File: src/rtl/tremolo_modulator.sv
// tremolo_modulator: scales signed audio samples by a gain derived from a
// triangle LFO level and a slewed modulation depth.
//
// Handshake: there is no ready. sample_in is taken on every rising edge where
// sample_in_valid is 1. The result appears with a one-cycle sample_out_valid
// strobe exactly three edges after the accepting edge. Outputs come back in
// input order, and sample_out holds its value between strobes.
module tremolo_modulator #(
  parameter int DEPTH_MAX = 16
) (
  input  logic        CLK,
  input  logic        RESET_N,
  input  logic [15:0] lfo_val,
  input  logic [4:0]  depth,
  input  logic        enable,
  input  logic [15:0] sample_in,
  input  logic        sample_in_valid,
  output logic [15:0] sample_out,
  output logic        sample_out_valid,
  output logic [4:0]  depth_eff
);

  localparam logic [4:0] DEPTH_FULL = 5'(DEPTH_MAX);

  // Depth target after saturating out-of-range codes to full scale.
  logic [4:0] depth_tgt;

  // Stage 1: captured inputs plus the depth this sample is scaled with.
  logic        s1_valid;
  logic [15:0] s1_sample;
  logic        s1_enable;
  logic [15:0] s1_lfo;
  logic [4:0]  s1_depth;

  // Stage 2: gain ready for the multiplier.
  logic        s2_valid;
  logic [15:0] s2_sample;
  logic        s2_enable;
  logic [15:0] s2_gain;

  // Stage 3: full-precision product.
  logic               s3_valid;
  logic [15:0]        s3_sample;
  logic               s3_enable;
  logic signed [32:0] s3_product;

  // Gain arithmetic. The depth is at most 16, so the 21-bit product shifted
  // right by 4 never exceeds 0xFFFF and the subtraction cannot wrap.
  logic [15:0] lfo_inv;
  logic [20:0] scaled;

  // Saturate the requested depth and form the attenuation term.
  always_comb begin
    depth_tgt = (depth > DEPTH_FULL) ? DEPTH_FULL : depth;
    lfo_inv   = 16'hFFFF - s1_lfo;
    scaled    = 21'(lfo_inv) * 21'(s1_depth);
  end

  // Depth slew: one step toward the target per accepted sample only.
  always_ff @(posedge CLK or negedge RESET_N) begin
    if (!RESET_N) begin
      depth_eff <= 5'd0;
    end else if (sample_in_valid) begin
      if (depth_eff < depth_tgt) begin
        depth_eff <= depth_eff + 5'd1;
      end else if (depth_eff > depth_tgt) begin
        depth_eff <= depth_eff - 5'd1;
      end
    end
  end

  // Stage 1 capture; the depth snapshot is the value before this edge's step.
  always_ff @(posedge CLK or negedge RESET_N) begin
    if (!RESET_N) begin
      s1_valid  <= 1'b0;
      s1_sample <= 16'h0000;
      s1_enable <= 1'b0;
      s1_lfo    <= 16'h0000;
      s1_depth  <= 5'd0;
    end else begin
      s1_valid <= sample_in_valid;
      if (sample_in_valid) begin
        s1_sample <= sample_in;
        s1_enable <= enable;
        s1_lfo    <= lfo_val;
        s1_depth  <= depth_eff;
      end
    end
  end

  // Stage 2: register the gain 0xFFFF - ((0xFFFF - lfo) * depth >> 4).
  always_ff @(posedge CLK or negedge RESET_N) begin
    if (!RESET_N) begin
      s2_valid  <= 1'b0;
      s2_sample <= 16'h0000;
      s2_enable <= 1'b0;
      s2_gain   <= 16'h0000;
    end else begin
      s2_valid <= s1_valid;
      if (s1_valid) begin
        s2_sample <= s1_sample;
        s2_enable <= s1_enable;
        s2_gain   <= 16'hFFFF - 16'(scaled >> 4);
      end
    end
  end

  // Stage 3: signed sample times zero-extended (non-negative) gain.
  always_ff @(posedge CLK or negedge RESET_N) begin
    if (!RESET_N) begin
      s3_valid   <= 1'b0;
      s3_sample  <= 16'h0000;
      s3_enable  <= 1'b0;
      s3_product <= 33'sd0;
    end else begin
      s3_valid <= s2_valid;
      if (s2_valid) begin
        s3_sample  <= s2_sample;
        s3_enable  <= s2_enable;
        s3_product <= 33'($signed(s2_sample)) * 33'($signed({1'b0, s2_gain}));
      end
    end
  end

  // Output: arithmetic floor of product / 65536, or the raw sample in bypass.
  always_ff @(posedge CLK or negedge RESET_N) begin
    if (!RESET_N) begin
      sample_out       <= 16'h0000;
      sample_out_valid <= 1'b0;
    end else begin
      sample_out_valid <= s3_valid;
      if (s3_valid) begin
        sample_out <= s3_enable ? 16'(s3_product >>> 16) : s3_sample;
      end
    end
  end

endmodule

File: config.mk
export PLATFORM = sky130hd
export DESIGN_NAME = tremolo_modulator
export DESIGN_NICKNAME = d
export VERILOG_FILES = /design/src/rtl/tremolo_modulator.sv
export SDC_FILE = /design/constraint.sdc
export NUM_CORES = 1
export LEC_CHECK = 0
export CORE_MARGIN = 5
export CORE_UTILIZATION = 35
export DETAILED_ROUTE_END_ITERATION = 7
export SLEW_MARGIN = 20
export SYNTH_ARGS = -nofsm -noshare
export SYNTH_HDL_FRONTEND = slang
export SYNTH_SLANG_ARGS = --single-unit
File: constraint.sdc
create_clock -name CLK -period 5.55 [get_ports CLK]
set_clock_uncertainty 0.05 [all_clocks]
set_input_delay 1.3875 -clock CLK [delete_from_list [all_inputs] [get_ports CLK]]
set_output_delay 1.3875 -clock CLK [all_outputs]
set_load 0.01 [all_outputs]
==> reports/results.txt <==
n_diodes = 0
worst-margin pin slew = 0.980 ns
1st-iter DRT viols = 523
Final WS setup = -0.129 ns
class of the worst hold path = reg -> reg
Worst Setup End Kind = register
failing checks = setup timing
dpl hpwl = 29.2 mm
Final #Nets = 2163
fillcell total = 4284
clock root buffer master = clkbuf_16
die area = 49200 sq um
Rel. slew slack = 34.7%
met2 WL post-DR = 18.8 mm
Ys Warns = 0
Max Cap Violations = 0
PortBufs = 62
die height = 222 microns
per-cell routed wire length = 15.7 microns
H-tree depth = 4
cells after synthesis = 1586
EDFF count, synth = 0
uppermost routed layer = met4
Routability Congestion = 0.865
number of synthesized register bits = 129
drt total wl = 36.9 mm
Via density = 4.80
Worst Path Max Fanout = 4
global-route wire length before repair = 63.1 mm
Period Utilization, post-route = 102%
mapped cell area = 15700 sq um
post-placement cell area = 17700 sq um
met1 WL = 15.7 mm
Antenna Nets Post-Route = 0
core area = 44300 sq um
Data required, critical path = 5.83 ns
Mapped Avg Cell Area = 9.90 sq um
Final Hold Fails = 0
most frequent cell after synthesis = inv_1
Synth area leaders = fa_1 (30%), dfrtp_1 (21%), ha_1 (12%), inv_1 (6.7%), mux2_2 (6.0%)
CTS tree = built
layout cells sized above 1 = 20.5%
Netlist cell types = 57
Tmin final = 5.68 ns
unrepaired setup endpoints after global routing = yes
grt ovf = 0
Max clock buf depth = 2
largest net degree at the start of global routing = 60
first-pass iteration count of the detailed router = 5
ys async rst share = 100%
# hold bufs at CTS = 0
outcome = finished with violations
total track usage = 15.7%
WS Path Type = reg -> reg
Worst-path clk slew = 0.07 ns
row count = 77
kind of start point of the critical path = register
Synth area leader = fa_1
hold slack = 0.451 ns
# DRC = 0
design area = 19000 sq um
initial antenna violation count = 0
die width = 222 microns
Top FF cell, synth = dfrtp_1
vias in the first global route = 12600
Synth top cells by count = inv_1 (279), fa_1 (234), nand2_1 (149)
Worst Path Arrival = 5.96 ns
total number of vias = 11200
Final Slew Violations = 0
clock sink count = 129
Highest Clock Rate = 176 MHz
Initial Util = 35.4%
met3 WL = 1.05 mm
# IOs = 63
top-area cell type share of the netlist area = 29.8%
Syn-to-layout area delta = 20.9%
post-synthesis sequential area ratio = 20.5%
# setup viols final = 11
Clock Latency Late Sink = 0.45 ns
clock buffer count from CTS = 17
syn nets = 2009
cells by family after synthesis:
group                    share of synthesized area, %
adder cells (fa/ha/maj)                          41.6
AND/OR/NAND/NOR                                  14.8
AO/OA/AOI/OAI                                    6.01
XOR/XNOR                                         1.84
multiplexers                                     7.04
flip-flops                                       20.5
buffers and inverters                            8.13
critical path, cell delays in order, from the launching register on:
cell and delay, ns:
dfrtp_2 0.43, buf_6 0.14, and2_4 0.15, fa_1 0.56, inv_2 0.05, fa_1 0.50
fa_1 0.50, inv_1 0.05, fa_1 0.45, fa_1 0.50, inv_1 0.05, fa_1 0.50
inv_2 0.05, ha_4 0.30, nand2_4 0.06, a211oi_2 0.21, a21o_1 0.26, nand2b_4 0.19
a31oi_4 0.09, xnor2_1 0.18, mux2_4 0.28
final timing paths:
path                       slack [ns]               end  cells past startpoint           from
hold / removal                   0.45     s2_sample[11]                      1  s1_sample[11]
hold reg to reg                  0.45     s2_sample[11]                      1  s1_sample[11]
setup reg to reg                -0.13    s3_product[23]                     20   s2_sample[4]
setup / recovery                -0.13    s3_product[23]                     20   s2_sample[4]
max in group asynchronous        3.63        s2_gain[3]                      2        RESET_N
min in group asynchronous        0.87  sample_out_valid                      1        RESET_N
flip-flops by register name, summed over array words and instances, names as in the netlist, 5 cells and up:
name and count:
s1_depth 5, s1_sample 16, sample_out 16, s2_gain 16
s3_product 16, s3_sample 16, s1_lfo 16, s2_sample 16
depth_eff 5
timing repair:
| item | in CTS | in global routing |
|---|---|---|
| resized for setup | 98 | 30 |
| endpoints found under the setup margin | 16 | 16 |
| pin swaps | 46 | 12 |
| setup buffers | 26 | 8 |
| gates cloned | 0 | 0 |
layout by cell type, fill, tap and decap left out, types with 4 or more instances in the layout:
master and instances:
a21o_1 13, a21oi_1 53, a31oi_1 4, and2_1 107, and2_4 9, buf_12 5, buf_4 118, buf_6 12
clkbuf_16 17, clkdlybuf4s50_1 60, clkinvlp_4 6, dfrtp_1 106, dfrtp_2 23, fa_1 225, fa_2 9, ha_1 136
ha_4 11, inv_1 268, inv_2 11, mux2_2 81, mux2i_1 16, nand2_1 144, nand2b_1 52, nand3_1 5
nand4_1 4, nor2_1 65, nor2b_1 34, nor3_1 7, o21a_1 9, o21ai_0 12, o21ai_1 5, o21ai_2 4
xnor2_1 22, xor2_1 11
stage by stage:
| stage | setup WS [ns] | std cells | TNS (ns) | util (%) |
|---|---|---|---|---|
| after floorplan | 0.000148 | 1586 | 0 | - |
| after CTS | -0.0880 | 2338 | -0.540 | 42.5 |
| after detailed placement | -0.373 | 2280 | -3.85 | 39.9 |
| after global routing | -0.298 | 2345 | -3.48 | 42.9 |
| after global placement | -0.292 | 2280 | -2.86 | 39.9 |
| final | -0.129 | 2345 | -0.943 | 42.9 |
layout make-up:
class / count / area, sq um / share of cell area [%]
Sequential cell: 129 / 3260 / 17.1
Timing Repair Buffer: 196 / 1730 / 9.09
Multi-Input combinational cell: 1117 / 11600 / 61.2
Tap cell: 592 / 741 / 3.90
Clock buffer: 20 / 457 / 2.40
Clock inverter: 12 / 133 / 0.698
Inverter: 279 / 1050 / 5.51
layer usage:
layer  track usage (%)  vias to the layer above
met4              6.28                        0
met1              19.4                     5764
met5                 0                        -
met2              27.7                      138
li1                  -                     5283
met3              2.21                       62
Power is not shown: default switching activity piles up to over one toggle a cycle in this logic, so the estimate is an artifact.
